===== config.mk =====
export PLATFORM = sky130hd
export DESIGN_NAME = mem_burst_initiator_flat
export DESIGN_NICKNAME = d
export VERILOG_FILES = /design/src/rtl/mem_burst_initiator_if.sv /design/src/rtl/mem_burst_initiator.sv /design/src/flat_wrapper.sv
export SDC_FILE = /design/constraint.sdc
export NUM_CORES = 1
export LEC_CHECK = 0
export ABC_AREA = 1
export CAP_MARGIN = 20
export CORE_ASPECT_RATIO = 0.75
export CORE_MARGIN = 3
export CORE_UTILIZATION = 51
export CTS_CLUSTER_SIZE = 25
export DETAILED_ROUTE_END_ITERATION = 7
export HOLD_SLACK_MARGIN = 0.05
export PLACE_DENSITY = 0.9
export SLEW_MARGIN = 0
export SYNTH_ARGS = -nofsm -noshare
export SYNTH_HDL_FRONTEND = slang
export SYNTH_SLANG_ARGS = --single-unit

===== constraint.sdc =====
create_clock -name clock -period 2.8 [get_ports clock]
set_clock_uncertainty 0.05 [all_clocks]
set_input_delay 0.56 -clock clock [delete_from_list [all_inputs] [get_ports clock]]
set_output_delay 0.56 -clock clock [all_outputs]
set_load 0.02 [all_outputs]

===== src/rtl/mem_burst_initiator_if.sv =====
`default_nettype none
// ===========================================================================
// Module   : mem_burst_initiator_if
// Purpose  : Command, write-data, response and memory-port bundle for the
//            burst initiator.
// Revision : 1.0 - initial release
// ===========================================================================
interface mem_burst_initiator_if #(
   parameter int unsigned LEN_BITS = 4
);
   logic                req_valid;
   logic                req_ready;
   logic [31:0]         req_addr;
   logic [1:0]          req_size;
   logic                req_we;
   logic [LEN_BITS-1:0] req_len;

   logic                wr_valid;
   logic                wr_ready;
   logic [31:0]         wr_data;

   logic                rsp_valid;
   logic [31:0]         rsp_data;
   logic                done;
   logic                err;

   logic [31:0]         mem_address;
   logic [31:0]         mem_datain;
   logic [1:0]          mem_access_size;
   logic                mem_r_w;
   logic [31:0]         mem_dataout;

   // master: the initiator itself; slave: the client plus memory around it
   modport master (
      input  req_valid, req_addr, req_size, req_we, req_len, wr_valid, wr_data, mem_dataout,
      output req_ready, wr_ready, rsp_valid, rsp_data, done, err,
             mem_address, mem_datain, mem_access_size, mem_r_w
   );

   modport slave (
      output req_valid, req_addr, req_size, req_we, req_len, wr_valid, wr_data, mem_dataout,
      input  req_ready, wr_ready, rsp_valid, rsp_data, done, err,
             mem_address, mem_datain, mem_access_size, mem_r_w
   );
endinterface
`default_nettype wire


===== src/rtl/mem_burst_initiator.sv =====
`default_nettype none
// ===========================================================================
// Module   : mem_burst_initiator
// Purpose  : Burst read/write initiator for the big-endian 1 MB data memory,
//            one registered beat per clock, two-stage completion pipeline.
// Revision : 1.0 - initial release
// ===========================================================================
module mem_burst_initiator #(
   parameter logic [31:0] BASE_ADDR = 32'h8002_0000,
   parameter int unsigned MEM_BYTES = 1048576,
   parameter int unsigned LEN_BITS  = 4
) (
   input  logic                  clock,
   input  logic                  reset_n,
   mem_burst_initiator_if.master bus
);
   typedef enum logic [1:0] {
      IDLE   = 2'd0,
      REJECT = 2'd1,
      RUN    = 2'd2,
      DRAIN  = 2'd3
   } state_t;

   localparam logic [32:0] c_window_end = {1'b0, BASE_ADDR} + 33'(MEM_BYTES);

   function automatic logic [2:0] size_bytes(input logic [1:0] size);
      case (size)
         2'b11:   return 3'd4;
         2'b10:   return 3'd2;
         default: return 3'd1;
      endcase
   endfunction

   state_t              r_state, w_state_next;
   logic [31:0]         r_addr;
   logic [1:0]          r_size;
   logic                r_we;
   logic [LEN_BITS-1:0] r_beats_left;
   logic                r_p1_valid, r_p1_read, r_p1_last;
   logic                r_p2_valid, r_p2_read, r_p2_last;
   logic [31:0]         r_mem_address, r_mem_datain;
   logic [1:0]          r_mem_access_size;
   logic                r_mem_r_w;
   logic                r_rsp_valid, r_done, r_err;
   logic [31:0]         r_rsp_data;

   logic                w_req_ready, w_wr_ready, w_accept;
   logic [2:0]          w_req_bytes;
   logic [32:0]         w_req_end;
   logic                w_misaligned, w_out_of_range, w_reject;
   logic                w_issue_read, w_issue_write, w_issue, w_last_beat;

   // Address bit numbering on the bus is big-endian; [1:0] here are its bits 30:31.
   assign w_req_bytes    = size_bytes(bus.req_size);
   assign w_misaligned   = ((bus.req_size == 2'b11) && (bus.req_addr[1:0] != 2'b00)) ||
                           ((bus.req_size == 2'b10) && bus.req_addr[0]);
   assign w_req_end      = {1'b0, bus.req_addr} +
                           (33'(bus.req_len) + 33'd1) * 33'(w_req_bytes);
   assign w_out_of_range = (bus.req_addr < BASE_ADDR) || (w_req_end > c_window_end);
   assign w_reject       = w_misaligned || w_out_of_range;
   assign w_accept       = (r_state == IDLE) && bus.req_valid;

   assign w_issue_read   = (r_state == RUN) && !r_we;
   assign w_issue_write  = (r_state == RUN) && r_we && bus.wr_valid;
   assign w_issue        = w_issue_read || w_issue_write;
   assign w_last_beat    = (r_beats_left == '0);

   always_ff @(posedge clock or negedge reset_n) begin
      if (!reset_n) r_state <= IDLE;
      else          r_state <= w_state_next;
   end

   always_comb begin
      w_state_next = r_state;
      w_req_ready  = 1'b0;
      w_wr_ready   = 1'b0;
      case (r_state)
         IDLE: begin
            w_req_ready = 1'b1;
            if (bus.req_valid) w_state_next = w_reject ? REJECT : RUN;
         end
         REJECT: w_state_next = IDLE;
         RUN: begin
            w_wr_ready = r_we;
            if (w_issue && w_last_beat) w_state_next = DRAIN;
         end
         DRAIN: if (r_p2_valid && r_p2_last) w_state_next = IDLE;
         default: w_state_next = IDLE;
      endcase
   end

   always_ff @(posedge clock or negedge reset_n) begin
      if (!reset_n) begin
         r_addr            <= BASE_ADDR;
         r_size            <= 2'b11;
         r_we              <= 1'b0;
         r_beats_left      <= '0;
         r_p1_valid        <= 1'b0;
         r_p1_read         <= 1'b0;
         r_p1_last         <= 1'b0;
         r_p2_valid        <= 1'b0;
         r_p2_read         <= 1'b0;
         r_p2_last         <= 1'b0;
         r_mem_address     <= BASE_ADDR;
         r_mem_datain      <= 32'h0;
         r_mem_access_size <= 2'b11;
         r_mem_r_w         <= 1'b0;
         r_rsp_valid       <= 1'b0;
         r_rsp_data        <= 32'h0;
         r_done            <= 1'b0;
         r_err             <= 1'b0;
      end else begin
         // A rejected command reports straight away; accepted ones report when their last beat retires.
         r_done      <= (w_accept && w_reject) || (r_p2_valid && r_p2_last);
         r_err       <= w_accept && w_reject;
         r_rsp_valid <= r_p2_valid && r_p2_read;
         if (r_p2_valid && r_p2_read) r_rsp_data <= bus.mem_dataout;

         r_p2_valid <= r_p1_valid;
         r_p2_read  <= r_p1_read;
         r_p2_last  <= r_p1_last;
         r_p1_valid <= w_issue;
         r_p1_read  <= w_issue_read;
         r_p1_last  <= w_issue && w_last_beat;

         r_mem_r_w <= w_issue_write;

         if (w_accept) begin
            r_addr       <= bus.req_addr;
            r_size       <= bus.req_size;
            r_we         <= bus.req_we;
            r_beats_left <= bus.req_len;
         end

         if (w_issue) begin
            r_mem_address     <= r_addr;
            r_mem_access_size <= r_size;
            if (w_issue_write) r_mem_datain <= bus.wr_data;
            r_addr            <= r_addr + 32'(size_bytes(r_size));
            r_beats_left      <= r_beats_left - 1'b1;
         end
      end
   end

   assign bus.req_ready       = w_req_ready;
   assign bus.wr_ready        = w_wr_ready;
   assign bus.rsp_valid       = r_rsp_valid;
   assign bus.rsp_data        = r_rsp_data;
   assign bus.done            = r_done;
   assign bus.err             = r_err;
   assign bus.mem_address     = r_mem_address;
   assign bus.mem_datain      = r_mem_datain;
   assign bus.mem_access_size = r_mem_access_size;
   assign bus.mem_r_w         = r_mem_r_w;
endmodule
`default_nettype wire


===== src/flat_wrapper.sv =====
// flat-port wrapper written by rule: the top's interface ports become plain ports
module mem_burst_initiator_flat 
#(
   parameter logic [31:0] BASE_ADDR = 32'h8002_0000,
   parameter int unsigned MEM_BYTES = 1048576,
   parameter int unsigned LEN_BITS  = 4
)
  (clock, reset_n, bus_req_valid, bus_req_addr, bus_req_size, bus_req_we, bus_req_len, bus_wr_valid, bus_wr_data, bus_mem_dataout, bus_req_ready, bus_wr_ready, bus_rsp_valid, bus_rsp_data, bus_done, bus_err, bus_mem_address, bus_mem_datain, bus_mem_access_size, bus_mem_r_w);
  mem_burst_initiator_if #(.LEN_BITS(LEN_BITS)) bus_i ();
  input  logic clock;
  input  logic reset_n;
  input wire logic [$bits(bus_i.req_valid)-1:0] bus_req_valid;
  input wire logic [$bits(bus_i.req_addr)-1:0] bus_req_addr;
  input wire logic [$bits(bus_i.req_size)-1:0] bus_req_size;
  input wire logic [$bits(bus_i.req_we)-1:0] bus_req_we;
  input wire logic [$bits(bus_i.req_len)-1:0] bus_req_len;
  input wire logic [$bits(bus_i.wr_valid)-1:0] bus_wr_valid;
  input wire logic [$bits(bus_i.wr_data)-1:0] bus_wr_data;
  input wire logic [$bits(bus_i.mem_dataout)-1:0] bus_mem_dataout;
  output wire logic [$bits(bus_i.req_ready)-1:0] bus_req_ready;
  output wire logic [$bits(bus_i.wr_ready)-1:0] bus_wr_ready;
  output wire logic [$bits(bus_i.rsp_valid)-1:0] bus_rsp_valid;
  output wire logic [$bits(bus_i.rsp_data)-1:0] bus_rsp_data;
  output wire logic [$bits(bus_i.done)-1:0] bus_done;
  output wire logic [$bits(bus_i.err)-1:0] bus_err;
  output wire logic [$bits(bus_i.mem_address)-1:0] bus_mem_address;
  output wire logic [$bits(bus_i.mem_datain)-1:0] bus_mem_datain;
  output wire logic [$bits(bus_i.mem_access_size)-1:0] bus_mem_access_size;
  output wire logic [$bits(bus_i.mem_r_w)-1:0] bus_mem_r_w;
  assign bus_i.req_valid = bus_req_valid;
  assign bus_i.req_addr = bus_req_addr;
  assign bus_i.req_size = bus_req_size;
  assign bus_i.req_we = bus_req_we;
  assign bus_i.req_len = bus_req_len;
  assign bus_i.wr_valid = bus_wr_valid;
  assign bus_i.wr_data = bus_wr_data;
  assign bus_i.mem_dataout = bus_mem_dataout;
  assign bus_req_ready = bus_i.req_ready;
  assign bus_wr_ready = bus_i.wr_ready;
  assign bus_rsp_valid = bus_i.rsp_valid;
  assign bus_rsp_data = bus_i.rsp_data;
  assign bus_done = bus_i.done;
  assign bus_err = bus_i.err;
  assign bus_mem_address = bus_i.mem_address;
  assign bus_mem_datain = bus_i.mem_datain;
  assign bus_mem_access_size = bus_i.mem_access_size;
  assign bus_mem_r_w = bus_i.mem_r_w;
  mem_burst_initiator #(.BASE_ADDR(BASE_ADDR), .MEM_BYTES(MEM_BYTES), .LEN_BITS(LEN_BITS)) u_core (.clock(clock), .reset_n(reset_n), .bus(bus_i));
endmodule

## Yosys cells after proc, flatten, opt, wreduce, memory -nomap -nowiden

Index checks and enable logic that the tools add are counted.

| cells by class | value |
|---|---|
| add/subtract/negate cells | 4 |
| multipliers | 1 |
| div/mod/pow operators | 0 |
| order comparisons | 2 |
| equal/unequal tests | 10 |
| shifts and indexed selects | 0 |
| multiplexer cells | 14 |
| bitwise logic cells | 0 |
| reductions and logical operators | 22 |

Operators by type and width:

| kind | count |
|---|---|
| $mux W32 | 2 |
| $add A32 B33 Y33 | 1 |
| $gt A33 B32 Y1 const B | 1 |
| $mul A33 B3 Y33 | 1 |
| $add A32 B3 Y32 | 1 |
| $lt A32 B32 Y1 const B | 1 |
| $eq A2 B2 Y1 const B | 6 |
| $pmux W3 S2 | 2 |
| $logic_and A1 B1 Y1 | 10 |
| $mux W2 | 4 |
| $mux W4 | 2 |
| $pmux W2 S4 | 1 |
| $add A4 B1 Y5 const B | 1 |
| $logic_or A1 B1 Y1 | 5 |
| $logic_not A4 Y1 | 1 |
| $ne A2 B2 Y1 const B | 2 |
| $reduce_bool A2 Y1 | 2 |
| $sub A4 B1 Y4 const B | 1 |
| $mux W3 | 1 |
| $reduce_and A3 Y1 | 1 |
| $eq A2 B1 Y1 const B | 1 |
| $logic_not A2 Y1 | 1 |
| $mux W1 | 2 |
| $ne A2 B1 Y1 const B | 1 |
| other kinds (2) | 2 |

| word-level totals | value |
|---|---|
| register bits after elaboration | 149 |
| bits in latches | 0 |
| bits in writable memories | 0 |
| bits in read-only memories | 0 |
| input port bits | 107 |
| output and inout port bits | 104 |
| word-level logic and storage cells | 72 |
| memories kept | 0 |

## Depth between registers and ports, before layout

| logic depth | value |
|---|---|
| depth after elaboration | 10 |
| depth in mapped cells | 28 |
| gate-level depth less buffers | 28 |

## Worst setup path before layout

Ideal clock, no wire load.

| path | value |
|---|---|
| path kind | in2reg |
| start point | input bus_req_size[1] |
| end point | register u_core.r_state[0] |
| setup time | 0.118 ns |
| arrival | 3.865 ns |
| data required time | 2.632 ns |
| slack | -1.233 ns |
| stages | 22 |
| path buffers | 1 |
| cell sequence | clkbuf_1 -> nand2_1 -> or2_2 -> fa_1 -> fa_1 -> fa_1 -> inv_1 -> nand3_1 -> nand2_1 -> nand2_1 -> nand2_1 -> nand2_1 -> nand2_1 -> nand2_1 -> nor2_1 -> nand4_1 -> nor2_1 -> nand2_1 -> nand2_1 -> nand2_1 -> o21bai_1 -> inv_1 |

| between the ends | value |
|---|---|
| cells in the longest elaborated chain, start to end | 10 |
| elaborated cells between the ends (all ways) | 14 |
| classes of those cells | 1 x add/sub; 1 x mul; 1 x order compare; 2 x eq/ne; 4 x mux; 5 x reduce/logical |

Ends and longest elaborated chain:

| what | line | text |
|---|---|---|
| start, declared | flat_wrapper.sv:14 | `input wire logic [$bits(bus_i.req_size)-1:0] bus_req_size;` |
| $eq A2 B2 Y1 (on tied branches) | mem_burst_initiator.sv:27, mem_burst_initiator.sv:56, mem_burst_initiator.sv:55 |  |
| $pmux W3 S2 | mem_burst_initiator.sv:27 | `case (size)` |
| $mul A33 B3 Y33 | mem_burst_initiator.sv:58 | `(33'(bus.req_len) + 33'd1) * 33'(w_req_bytes);` |
| $add A32 B33 Y33 | mem_burst_initiator.sv:57 | `assign w_req_end = {1'b0, bus.req_addr} +` |
| $gt A33 B32 Y1 | mem_burst_initiator.sv:59 | `assign w_out_of_range = (bus.req_addr < BASE_ADDR) \|\| (w_req_end > c_window_end);` |
| $logic_or A1 B1 Y1 | mem_burst_initiator.sv:59 |  |
| $logic_or A1 B1 Y1 * | mem_burst_initiator.sv:60 | `assign w_reject = w_misaligned \|\| w_out_of_range;` |
| $mux W2 * (2 in series) | mem_burst_initiator.sv:80 | `if (bus.req_valid) w_state_next = w_reject ? REJECT : RUN;` |
| $pmux W2 S4 * | mem_burst_initiator.sv:77 | `case (r_state)` |
| end signal, assigned | mem_burst_initiator.sv:70 | `else r_state <= w_state_next;` |
| end, declared | mem_burst_initiator.sv:34 | `state_t r_state, w_state_next;` |

Every way passes the cells marked *; elsewhere a longest branch is shown, timed or not. The select of a mux whose other input is x is not followed.
A chain may end at the register's enable or synchronous reset.

## Final worst setup path

| path | value |
|---|---|
| start point | input bus_req_len[0] |
| end point | register u_core.r_state[0] |

| between the ends | value |
|---|---|
| cells in the longest elaborated chain, start to end | 9 |

Ends and longest elaborated chain:

| what | line | text |
|---|---|---|
| start, declared | flat_wrapper.sv:16 | `input wire logic [$bits(bus_i.req_len)-1:0] bus_req_len;` |
| $add A4 B1 Y5 | mem_burst_initiator.sv:58 |  |
| $mul A33 B3 Y33 | mem_burst_initiator.sv:58 |  |
| $add A32 B33 Y33 | mem_burst_initiator.sv:57 |  |
| $gt A33 B32 Y1 | mem_burst_initiator.sv:59 |  |
| $logic_or A1 B1 Y1 | mem_burst_initiator.sv:59 |  |
| $logic_or A1 B1 Y1 | mem_burst_initiator.sv:60 |  |
| $mux W2 (2 in series) | mem_burst_initiator.sv:80 |  |
| $pmux W2 S4 | mem_burst_initiator.sv:77 |  |

Every way passes these cells. The select of a mux whose other input is x is not followed.

==> results.py <==
metrics = {
    "synthesis": {
        "synth-edff-count": 0,
        "syn-num-nets": 1332,
        "synth_cell_types": 49,
        "yosysSeqAreaShare": 0.4300,
        "syn_avg_cell_area_sq_um": 7.258,
        "synthFlopType": "dfrtp_1",
        "synth_area_leader_cell": "dfrtp_1",
        "syn_area_sq_um": 8695,
        "async_flop_share": 1.000,
        "synth_top_area_share": 0.4058,
        "synth.ff_latch_count": 149,
        "synthTopCellsByArea": "dfrtp_1 (41%), nand2_1 (20%), inv_1 (6.5%), o21ai_0 (4.0%), nor2_1 (3.9%)",
        "ys_warn_count": 0,
        "syn_inst": 1198,
    },
    "die": {
        "dieWidth_microns": 156.8,
        "die_h_microns": 119.1,
        "core_sq_um": 16370,
        "io_pins": 211,
        "design.die.area_sq_um": 18670,
        "start_util": 0.5313,
        "rows": 40,
    },
    "sta": {
        "fin_crit_sh": 1.353,
        "drv_slew": 0,
        "worst_slew_pin_slew_ns": 1.027,
        "report.final.hold_viol_count": 0,
        "layout_setup_ws_ns": -0.9873,
        "tns_ns": -3.858,
        "rsz0062_at_grt": "true",
        "period_needed_ns": 3.787,
        "setup_viol": 5,
        "maxSlewHeadroom": 0.3145,
        "timing.fmax_mhz": 264.0,
    },
    "placed_design": {
        "dp_cells": 1682,
        "gp_congestion": 0.9690,
        "place_area_sq_um": 11780,
        "port_buffers": 210,
        "hpwlAfterDp_microns": 21760,
    },
    "grt": {
        "grt.overflow.total": 0,
        "grt_max_degree": 86,
        "grt_pass1_wl_microns": 46500,
        "grt_use_total": 0.3134,
        "grt_pass1_vias": 9119,
        "antenna_found_initial": 0,
    },
    "setup_path": {
        "start_kind": "input port",
        "slowest_delay_ns": 0.52,
        "cp-end-kind": "flip-flop",
        "cp_common_cell": "nand2_1",
        "crit_required_ns": 3.07,
        "critical_path.slowest_cell": "fa_2",
        "worstPathArrival_ns": 4.05,
        "criticalPathCategory": "input port to flip-flop",
        "crit_path_max_fanout": 6,
    },
    "layout": {
        "multi_input_comb_area_sq_um": 4561,
        "syn_to_final_growth_pct": 45.89,
        "register_area_sq_um": 3739,
        "design_area_sq_um": 12680,
        "insertedDiodeCount": 0,
        "layout.nets": 1633,
        "fillers": 1117,
        "layout.cells.non_filler": 1722,
        "drive_gt1_frac": 0.1766,
    },
    "detailed_routing": {
        "vias_per_cell": 5.473,
        "via_count": 9425,
        "drtIter0Drc": 1159,
        "wirelength_microns": 30190,
        "dr.pass1.iters": 7,
        "wl_per_cell_microns": 17.53,
        "detail-route-antenna-nets": 0,
        "drc": 0,
    },
    "pwr": {
        "powerDensity_nw_per_um2": 961.1,
        "leakagePower_nw": 6.210,
        "vdd_drop_max_uv": 684.6,
    },
    "clocking": {
        "cts_max_path_buffers": 2,
        "cts_inserted_buffers": 17,
        "cts_num_sinks": 149,
        "clkTransAtPathRegs_ns": 0.07,
        "hold_buffers": 0,
        "ctsHtreeMaxLevel": 4,
        "root_buffer": "clkbuf_16",
        "cts_tree": "built",
        "clk_latency_ns": 0.42,
    },
    "outcome": {
        "outcome": "finished, violations left",
        "violations": "negative setup slack",
    },
    "run": {
        "cap_viol_max_count": 0,
    },
    "min_path": {
        "hold_class": "input port to async pin",
    },
}
-- where the power goes --
| group | internal [W] | switching, W | total, W |
|---|---|---|---|
| Sequential | 0.00322 | 0.000769 | 0.00398 |
| Combinational | 0.00249 | 0.00340 | 0.00590 |
| Clock | 0.00121 | 0.00110 | 0.00231 |
| Total | 0.00692 | 0.00527 | 0.0122 |
-- registers in the layout, indices dropped and copies added (netlist names), 2 cells and up --
signal	flops
u_core.r_addr	32
u_core.bus.rsp_data	32
u_core.r_size	2
u_core.r_beats_left	4
u_core.bus.mem_datain	32
u_core.bus.mem_access_size	2
u_core.r_state	2
u_core.bus.mem_address	32
-- layout by cell type, fill, tap and decap left out, types with 4 or more instances in the layout --
| master | Yosys | layout |
|---|---|---|
| nand4_1 | 23 | 23 |
| nand3b_1 | 6 | 6 |
| nor2_2 | 7 | 21 |
| inv_2 | 5 | 16 |
| o221ai_1 | 8 | 7 |
| o211ai_1 | 4 | 4 |
| inv_8 | 0 | 8 |
| nand3_1 | 63 | 56 |
| clkbuf_16 | 0 | 17 |
| a31oi_1 | 4 | 4 |
| nor3_1 | 19 | 17 |
| fa_2 | 0 | 4 |
| o21ai_0 | 69 | 68 |
| nand2_2 | 10 | 25 |
| nor2_4 | 3 | 4 |
| nor4_1 | 5 | 5 |
| fa_1 | 10 | 6 |
| xor2_1 | 16 | 14 |
| dfrtp_1 | 141 | 141 |
| dfstp_2 | 8 | 8 |
| buf_4 | 0 | 102 |
| ha_1 | 17 | 12 |
| nand2_4 | 1 | 7 |
| a21oi_1 | 9 | 6 |
| ha_4 | 0 | 5 |
| nand3_2 | 2 | 6 |
| nor3_2 | 4 | 6 |
| inv_1 | 150 | 139 |
| nand2_1 | 459 | 438 |
| clkdlybuf4s50_1 | 0 | 203 |
| nor2_1 | 90 | 75 |
-- cell families after synthesis --
logic type / synth area share
multiplexers: 0.002590
adder cells (fa/ha/maj): 0.04749
buffers and inverters: 0.08476
XOR/XNOR: 0.01612
AO/OA/AOI/OAI: 0.07929
flip-flops: 0.4300
AND/OR/NAND/NOR: 0.3398
-- metal layers --
layer	vias up	part of all wire	track usage
met4	0	0.027	0.09076
met3	93	0.093	0.07846
met5	-	0	0
met1	4420	0.42	0.4319
met2	520	0.46	0.4914
li1	4392	-	-
-- cells in the mapped netlist, drive strengths merged, types with 10 or more instances --
| cell type | number |
|---|---|
| buf | 15 |
| ha | 17 |
| nand3 | 65 |
| fa | 10 |
| xor2 | 16 |
| nand4 | 24 |
| o21ai | 71 |
| nor3 | 23 |
| dfrtp | 141 |
| nand2 | 470 |
| nor2 | 100 |
| a21oi | 10 |
| clkbuf | 19 |
| inv | 156 |
-- cell type report --
cell class / count / area share
repair buffers: 316 / 0.2315
clock buffers: 17 / 0.03354
well taps: 210 / 0.02071
flip-flops and latches: 149 / 0.2947
clock inverters: 15 / 0.01361
inverters: 156 / 0.04636
multi-input cells: 859 / 0.3595
-- worst max-delay path: cells and delay by family --
kind,cells,cell delay [ns]
buffers and inverters,6,0.44
AOI/OAI and AO/OA,1,0.13
xor gates and xnor gates,1,0.15
adders and majority gates,4,1.53
and+or+nand+nor,14,1.24
-- final timing paths --
kind                                       start                             to  slack, ns  cells after the start
worst min register to register  u_core.r_p1_read               u_core.r_p2_read       0.30                      0
worst max-delay path              bus_req_len[0]              u_core.r_state[0]      -0.99                     26
worst min-delay path                     reset_n               u_core.r_addr[1]       0.05                      1
max in group asynchronous                reset_n  u_core.bus.mem_access_size[1]       1.83                      2
worst max register to register  u_core.r_size[1]              u_core.r_addr[22]      -0.02                     14
min in group clock              u_core.r_p1_read               u_core.r_p2_read       0.30                      0
-- repair_timing --
item | CTS | global route
pin swaps | 21 | 31
gates cloned | 0 | 0
setup endpoints to repair | 9 | 10
buffers inserted | 4 | 4
gates resized for setup | 50 | 45
-- metrics by stage --
stage               hold slack [ns]  utilization  worst slack, ns  total power, W
floorplan                    0.2144            -          -0.8972        0.006916
global placement             0.2818       0.7200           -1.768        0.009362
detailed placement           0.2858       0.7200           -1.869        0.009564
CTS                         0.09055       0.7625          -0.8708         0.01203
global route                0.09892       0.7751           -1.180         0.01288
finish                      0.04574       0.7751          -0.9873         0.01219
Note: power is estimated with default switching activity, not from simulation.
